--- src/rtl/quad_byte_dispatch_if.sv ---
// ---------------------------------------------------------------------------
// quad_byte_dispatch_if
// Bus bundle for the buffered 1-to-4 byte dispatcher.
//   flush       : synchronous clear of the queued entries
//   in_*        : producer side (byte, 2-bit select code, valid/ready)
//   out_data    : head byte, shared by all four channels
//   out_valid   : one-hot channel valid, bit3=a bit2=b bit1=c bit0=d
//   out_ready   : per-channel ready, same bit order
//   level       : queue occupancy, 0..DEPTH
//   stat_count  : per-channel delivery counters, a in the top field
// Modports:
//   master : environment side (drives producer inputs and channel readies)
//   slave  : the dispatcher itself
// ---------------------------------------------------------------------------
interface quad_byte_dispatch_if #(
  parameter int WIDTH = 8,
  parameter int DEPTH = 4,
  parameter int CNTW  = 8
);
  localparam int LW = $clog2(DEPTH) + 1;

  logic              flush;
  logic [WIDTH-1:0]  in_data;
  logic              in_sel0;
  logic              in_sel1;
  logic              in_valid;
  logic              in_ready;
  logic [WIDTH-1:0]  out_data;
  logic [3:0]        out_valid;
  logic [3:0]        out_ready;
  logic [LW-1:0]     level;
  logic [4*CNTW-1:0] stat_count;

  modport master (
    output flush, in_data, in_sel0, in_sel1, in_valid, out_ready,
    input  in_ready, out_data, out_valid, level, stat_count
  );

  modport slave (
    input  flush, in_data, in_sel0, in_sel1, in_valid, out_ready,
    output in_ready, out_data, out_valid, level, stat_count
  );
endinterface

--- src/rtl/quad_byte_dispatch.sv ---
// ---------------------------------------------------------------------------
// quad_byte_dispatch
// Buffered 1-to-4 byte demultiplexer. A byte tagged with a {sel1,sel0} code
// is queued in a DEPTH-entry FIFO and delivered to exactly one of the four
// channels a/b/c/d (11->a, 10->b, 01->c, 00->d) over valid/ready.
// The head entry is presented from registers, so a byte pushed at edge N is
// visible at the earliest in the cycle after edge N; there is no
// combinational input-to-output path. A stalled head blocks all channels.
//
// Ports:
//   clk  : rising-edge clock
//   rst  : asynchronous active-high reset
//   bus  : quad_byte_dispatch_if.slave (flush, producer and channel signals)
//
// Optional feature: define QUAD_BYTE_DISPATCH_STATS_EN to build saturating
// per-channel delivery counters (cleared by rst only). Without it
// stat_count is tied to zero and no counter flops exist.
// ---------------------------------------------------------------------------
module quad_byte_dispatch #(
  parameter int WIDTH = 8,
  parameter int DEPTH = 4,   // power of two, at least 2
  parameter int CNTW  = 8
) (
  input  logic                   clk,
  input  logic                   rst,
  quad_byte_dispatch_if.slave    bus
);

  localparam int PW = $clog2(DEPTH);
  localparam int LW = PW + 1;
  localparam int EW = WIDTH + 2;   // stored entry: {data, sel1, sel0}

  localparam logic [PW-1:0] PTR_ONE   = PW'(1'b1);
  localparam logic [LW-1:0] LVL_ONE   = LW'(1'b1);
  localparam logic [LW-1:0] LVL_FULL  = LW'(DEPTH);

  // Select code to one-hot channel valid; the mapping matches the 4-to-1
  // source selector so one code names the same unit in both directions.
  function automatic logic [3:0] decode_sel(input logic [1:0] sel);
    logic [3:0] oh;
    case (sel)
      2'b11:   oh = 4'b1000;
      2'b10:   oh = 4'b0100;
      2'b01:   oh = 4'b0010;
      2'b00:   oh = 4'b0001;
      default: oh = 4'b0000;
    endcase
    return oh;
  endfunction

  logic [EW-1:0]    mem_r [DEPTH];
  logic [PW-1:0]    wr_ptr_r;
  logic [PW-1:0]    rd_ptr_r;
  logic [LW-1:0]    level_r;
  logic             in_ready_r;
  logic [3:0]       out_valid_r;
  logic [WIDTH-1:0] out_data_r;

  logic             push_s;
  logic             pop_s;
  logic [PW-1:0]    wr_ptr_nxt_s;
  logic [PW-1:0]    rd_ptr_nxt_s;
  logic [LW-1:0]    level_nxt_s;
  logic [EW-1:0]    in_entry_s;
  logic [EW-1:0]    head_nxt_s;

  // Handshake qualification and next pointer/occupancy values.
  always_comb begin
    in_entry_s   = {bus.in_data, bus.in_sel1, bus.in_sel0};
    // in_ready_r already excludes the full case, so full blocks a push even
    // when a pop happens on the same edge.
    push_s       = bus.in_valid & in_ready_r & ~bus.flush;
    // out_valid_r is one-hot, so ready on a non-selected channel is masked.
    pop_s        = (|(out_valid_r & bus.out_ready)) & ~bus.flush;
    wr_ptr_nxt_s = wr_ptr_r;
    rd_ptr_nxt_s = rd_ptr_r;
    level_nxt_s  = level_r;
    if (bus.flush) begin
      wr_ptr_nxt_s = {PW{1'b0}};
      rd_ptr_nxt_s = {PW{1'b0}};
      level_nxt_s  = {LW{1'b0}};
    end else begin
      if (push_s) begin
        wr_ptr_nxt_s = wr_ptr_r + PTR_ONE;
      end else begin
        wr_ptr_nxt_s = wr_ptr_r;
      end
      if (pop_s) begin
        rd_ptr_nxt_s = rd_ptr_r + PTR_ONE;
      end else begin
        rd_ptr_nxt_s = rd_ptr_r;
      end
      case ({push_s, pop_s})
        2'b10:   level_nxt_s = level_r + LVL_ONE;
        2'b01:   level_nxt_s = level_r - LVL_ONE;
        default: level_nxt_s = level_r;
      endcase
    end
  end

  // Entry that will sit at the head after this edge. When the incoming
  // entry lands exactly at the next read slot (push into empty, or push
  // while popping the last entry) it is taken straight from the input.
  always_comb begin
    head_nxt_s = mem_r[rd_ptr_nxt_s];
    if (push_s && (wr_ptr_r == rd_ptr_nxt_s)) begin
      head_nxt_s = in_entry_s;
    end else begin
      head_nxt_s = mem_r[rd_ptr_nxt_s];
    end
  end

  // FIFO storage write port.
  always_ff @(posedge clk or posedge rst) begin
    if (rst) begin
      for (int i = 0; i < DEPTH; i++) begin
        mem_r[i] <= {EW{1'b0}};
      end
    end else if (push_s) begin
      mem_r[wr_ptr_r] <= in_entry_s;
    end
  end

  // Pointer, occupancy and head-presentation registers.
  always_ff @(posedge clk or posedge rst) begin
    if (rst) begin
      wr_ptr_r    <= {PW{1'b0}};
      rd_ptr_r    <= {PW{1'b0}};
      level_r     <= {LW{1'b0}};
      in_ready_r  <= 1'b1;
      out_valid_r <= 4'b0000;
      out_data_r  <= {WIDTH{1'b0}};
    end else begin
      wr_ptr_r   <= wr_ptr_nxt_s;
      rd_ptr_r   <= rd_ptr_nxt_s;
      level_r    <= level_nxt_s;
      in_ready_r <= (level_nxt_s != LVL_FULL);
      if (level_nxt_s != {LW{1'b0}}) begin
        out_valid_r <= decode_sel(head_nxt_s[1:0]);
        out_data_r  <= head_nxt_s[EW-1:2];
      end else begin
        // Empty: drop valid but keep the last byte on the bus.
        out_valid_r <= 4'b0000;
      end
    end
  end

  assign bus.in_ready  = in_ready_r;
  assign bus.out_valid = out_valid_r;
  assign bus.out_data  = out_data_r;
  assign bus.level     = level_r;

`ifdef QUAD_BYTE_DISPATCH_STATS_EN
  // Counter k pairs with out_valid[k], so d lives in the lowest field.
  logic [CNTW-1:0]   cnt_r [4];
  logic [4*CNTW-1:0] stat_count_s;

  // Saturating delivery counters; flush never reaches here because pop_s
  // is already suppressed during flush.
  always_ff @(posedge clk or posedge rst) begin
    if (rst) begin
      for (int k = 0; k < 4; k++) begin
        cnt_r[k] <= {CNTW{1'b0}};
      end
    end else begin
      for (int k = 0; k < 4; k++) begin
        if (pop_s && out_valid_r[k] && (cnt_r[k] != {CNTW{1'b1}})) begin
          cnt_r[k] <= cnt_r[k] + CNTW'(1'b1);
        end
      end
    end
  end

  // Pack the counters onto the flat statistics bus.
  always_comb begin
    stat_count_s = {(4*CNTW){1'b0}};
    for (int k = 0; k < 4; k++) begin
      stat_count_s[k*CNTW +: CNTW] = cnt_r[k];
    end
  end

  assign bus.stat_count = stat_count_s;
`else
  assign bus.stat_count = {(4*CNTW){1'b0}};
`endif

endmodule

--- src/flat_wrapper.sv ---
// flat-port wrapper written by rule: the top's interface ports become plain ports
module quad_byte_dispatch_flat 
#(
  parameter int WIDTH = 8,
  parameter int DEPTH = 4,                              
  parameter int CNTW  = 8
)
  (clk, rst, bus_flush, bus_in_data, bus_in_sel0, bus_in_sel1, bus_in_valid, bus_out_ready, bus_in_ready, bus_out_data, bus_out_valid, bus_level, bus_stat_count);
  quad_byte_dispatch_if #(.WIDTH(WIDTH), .DEPTH(DEPTH), .CNTW(CNTW)) bus_i ();
  input  logic clk;
  input  logic rst;
  input wire logic [$bits(bus_i.flush)-1:0] bus_flush;
  input wire logic [$bits(bus_i.in_data)-1:0] bus_in_data;
  input wire logic [$bits(bus_i.in_sel0)-1:0] bus_in_sel0;
  input wire logic [$bits(bus_i.in_sel1)-1:0] bus_in_sel1;
  input wire logic [$bits(bus_i.in_valid)-1:0] bus_in_valid;
  input wire logic [$bits(bus_i.out_ready)-1:0] bus_out_ready;
  output wire logic [$bits(bus_i.in_ready)-1:0] bus_in_ready;
  output wire logic [$bits(bus_i.out_data)-1:0] bus_out_data;
  output wire logic [$bits(bus_i.out_valid)-1:0] bus_out_valid;
  output wire logic [$bits(bus_i.level)-1:0] bus_level;
  output wire logic [$bits(bus_i.stat_count)-1:0] bus_stat_count;
  assign bus_i.flush = bus_flush;
  assign bus_i.in_data = bus_in_data;
  assign bus_i.in_sel0 = bus_in_sel0;
  assign bus_i.in_sel1 = bus_in_sel1;
  assign bus_i.in_valid = bus_in_valid;
  assign bus_i.out_ready = bus_out_ready;
  assign bus_in_ready = bus_i.in_ready;
  assign bus_out_data = bus_i.out_data;
  assign bus_out_valid = bus_i.out_valid;
  assign bus_level = bus_i.level;
  assign bus_stat_count = bus_i.stat_count;
  quad_byte_dispatch #(.WIDTH(WIDTH), .DEPTH(DEPTH), .CNTW(CNTW)) u_core (.clk(clk), .rst(rst), .bus(bus_i));
endmodule
--- config.mk ---
export PLATFORM = sky130hd
export DESIGN_NAME = quad_byte_dispatch_flat
export DESIGN_NICKNAME = d
export VERILOG_FILES = /design/src/rtl/quad_byte_dispatch_if.sv /design/src/rtl/quad_byte_dispatch.sv /design/src/flat_wrapper.sv
export SDC_FILE = /design/constraint.sdc
export NUM_CORES = 1
export LEC_CHECK = 0
export CAP_MARGIN = 20
export CORE_AREA = 3 3 88 90
export CTS_CLUSTER_SIZE = 30
export DETAILED_ROUTE_END_ITERATION = 6
export DIE_AREA = 0 0 91 93
export PLACE_DENSITY = 0.74
export REMOVE_ABC_BUFFERS = 1
export SLEW_MARGIN = 20
export SYNTH_ARGS = -nofsm -noshare
export SYNTH_HDL_FRONTEND = slang
export SYNTH_SLANG_ARGS = --single-unit
export TNS_END_PERCENT = 10
--- constraint.sdc ---
create_clock -name clk -period 3.15 [get_ports clk]
set_input_delay 0.63 -clock clk [delete_from_list [all_inputs] [get_ports clk]]
set_output_delay 0.63 -clock clk [all_outputs]
set_load 0.005 [all_outputs]
==> qor.yml <==
outcome:
  status: "complete, no violations"
logic_synthesis:
  synth.area.top_cells: "dfrtp_1 (45%), mux2_2 (14%), o211ai_1 (9.2%), buf_4 (7.3%), inv_1 (2.4%)"
  synth_edf_count: 0
  syn_area_mm2: 0.00328
  synth_top_area_share_pct: 45.1
  synth_cell_types: 40
  netlist_instances: 299
  synth.avg_cell_area_um2: 11.0
  yosysWarnings: 0
  synth-seq-area-share_pct: 45.9
  ys_ff_latch: 60
  async_reset_ff_share_pct: 100
  synthFlopType: "dfrtp_1"
  yosysTopAreaCell: "dfrtp_1"
timing:
  setup_tns_ns: 0
  period_share_pct: 95.9
  max_freq_mhz: 331
  setup_violations: 0
  slew-limit-headroom_pct: 56.9
  hold_violations: 0
  fin_crit_ns: 3.02
  worstMarginPinSlew_ns: 0.645
  clock_skew_ns: 0.00708
  finalMaxSlewViolations: 0
  rsz0062_at_grt: "yes"
critical_path:
  required_ns: 3.39
  critPathMaxFanout: 3
  worstSetupPathType: "in -> reg"
  start_kind: "input port"
  cp_slowest_cell: "clkdlybuf4s50_1"
  worst_path_largest_cell_delay_ns: 0.40
  worstPathCellList: "clkdlybuf4s50_1, a22o_1, nor2_2, nor2_1, ha_1, fa_1, xnor2_1, or3_1, a21oi_2, or2_1, inv_1, a2111oi_4"
  end_kind: "register"
  critPathArrivalTime_ns: 3.26
floorplanning:
  initial_core_util_pct: 45.9
  core-area_mm2: 0.00714
  pin_count: 66
  num_rows: 31
  die_w_um: 91
  die_h_um: 93
  dieArea_mm2: 0.00846
grt:
  grt_max_degree: 32
  antenna_found_initial: 0
  grt_pass1_vias: 2227
  grt-ovfl-total: 0
  grt_pass1_wl_mm: 11.0
  track_usage_pct: 16.7
final_layout:
  antenna_cells: 0
  nets: 373
  fin_util_pct: 54.8
  area_growth_pct: 19.3
  nFillCells: 631
  layout-drive-gt1-share_pct: 24.9
route:
  route.detailed.drc: 0
  drt_iter0_markers: 116
  detail_route.first_pass.iterations: 5
  vias: 2327
  antenna_left: 0
  avgRoutedWirePerCell_um: 15.1
  totalWireLength_mm: 6.86
  via_per_inst: 5.14
job:
  maxCapViolCount: 0
clock_tree:
  cts.path.max_buffers: 2
  cts.clk_slew.worst_paths_ns: 0.07
  cts_tree: "done"
  cts_root_buffer: "clkbuf_8"
  clkSinkCount: 60
  insertion_delay_ns: 0.34
  h-tree-depth: 3
  postCtsHoldBufs: 0
  cts_buffers: 9
pwr:
  sequentialPowerShare_pct: 39.6
  p_switching_mw: 1.01
  power_frac_clock_pct: 21.1
  powerDensity_mw_per_mm2: 780
  p_int_mw: 2.03
  max-vdd-ir-drop_uv: 264
  swShare_pct: 33.3
  p_leak_nw: 1.71
  combPwrFrac_pct: 39.3
place:
  io_buffers: 33
  gp_congestion: 0.831
  place_hpwl_mm: 4.85
worst_hold_path:
  hold_class: "reg -> reg"
## cells in the mapped netlist, drive strengths merged, types with 4 or more instances
master,n
nand2,7
clkbuf,6
nand3,9
dfrtp,59
mux2,40
or3,4
mux2i,5
inv,22
nor2,16
buf,41
o211ai,41
a31oi,10
xnor2,6
ha,5
## path summary, 6_finish.rpt
check | startpoint | end | slack [ns] | cells after the start
setup / recovery | bus_out_ready[1] | u_core.bus.out_valid[1] | 0.13 | 12
hold / removal | u_core.mem_r[8] | u_core.mem_r[8] | 0.51 | 1
setup reg to reg | u_core.bus.out_valid[1] | u_core.bus.out_valid[1] | 0.41 | 11
hold reg to reg | u_core.mem_r[8] | u_core.mem_r[8] | 0.51 | 1
max in group asynchronous | rst | u_core.bus.in_ready | 1.81 | 3
min in group asynchronous | rst | u_core.mem_r[1] | 0.70 | 2
## cells by family after synthesis
kind of cell	after synthesis	share of synthesized area, %
muxes	45	15.3
and+or+nand+nor	44	6.34
AOI/OAI and AO/OA	66	15.7
adders and majority gates	6	2.52
DFF	60	45.9
buffers and inverters	70	12.3
xor gates and xnor gates	7	1.87
other	1	0.114
## what timing repair did
item	in CTS	in global routing
endpoints found under the setup margin	0	12
buffers inserted	0	1
gates resized for setup	0	3
## layout make-up
class                   instances  area, um^2  area share [%]
flip-flops and latches         60        1500            38.4
multi-input cells             200        1500            38.3
repair buffers                 55         508            13.0
clock buffers                  12         165            4.23
well taps                      99         124            3.17
inverters                      23        87.6            2.24
clock inverters                 4        22.5           0.576
## power groups by stage
stage                     registers (mW)  clock network (mW)  logic, mW
after detailed placement            1.22                   0       1.19
after floorplan                     1.18                   0      0.760
after global placement              1.20                   0       1.16
after global routing                1.24               0.680       1.31
final                               1.21               0.642       1.20
after CTS                           1.21               0.654       1.19
## worst max-delay path, delay by kind of cell
family                     cells  cell delay, ns
AOI/OAI and AO/OA              3            0.71
xor gates and xnor gates       1            0.15
adders and majority gates      2            0.60
buffers and inverters          2            0.50
and+or+nand+nor                4            0.67
## per-layer routing
layer  wire (um)  global-route usage [%]
met2        3390                    27.8
met5           0                       0
met3         367                    2.98
met1        2940                    20.9
met4         163                    8.42
## state kept, by name, summed over array words and instances, names as in the netlist
signal / count
u_core.bus.out_valid: 4
u_core.rd_ptr_r: 2
u_core.bus.out_data: 8
u_core.bus.in_ready: 1
u_core.bus.level: 3
u_core.wr_ptr_r: 2
u_core.mem_r: 40
## per-stage QoR
stage | instance area (um^2) | total power, mW | hold WS [ns] | setup WS [ns] | std cells
after global placement | 3700 | 2.36 | 0.487 | -0.192 | 436
after global routing | 3910 | 3.22 | 0.516 | -0.0270 | 453
after CTS | 3890 | 3.05 | 0.507 | 0.0272 | 452
after detailed placement | 3700 | 2.41 | 0.492 | -0.323 | 436
after floorplan | 3080 | 1.94 | 0.479 | -0.120 | 283
final | 3910 | 3.05 | 0.507 | 0.129 | 453
## placed cells by master (no fill, tap or decap), types with 2 or more instances in the layout
master           instances
inv_2                    2
a22o_1                   3
dfrtp_1                 59
ha_1                     5
xnor2_1                  6
clkbuf_8                12
nand2b_1                 2
clkinv_2                 4
nor3_1                   2
clkdlybuf4s50_1         33
nand2_1                  7
nand3_1                  9
mux2i_1                  5
a211oi_1                 2
conb_1                  32
mux2_2                  40
or3_1                    4
buf_4                   21
o211ai_1                40
o21a_1                   2
nor2_1                  15
inv_1                   20
a31oi_1                 10
Note: power is estimated with default switching activity, not from simulation.
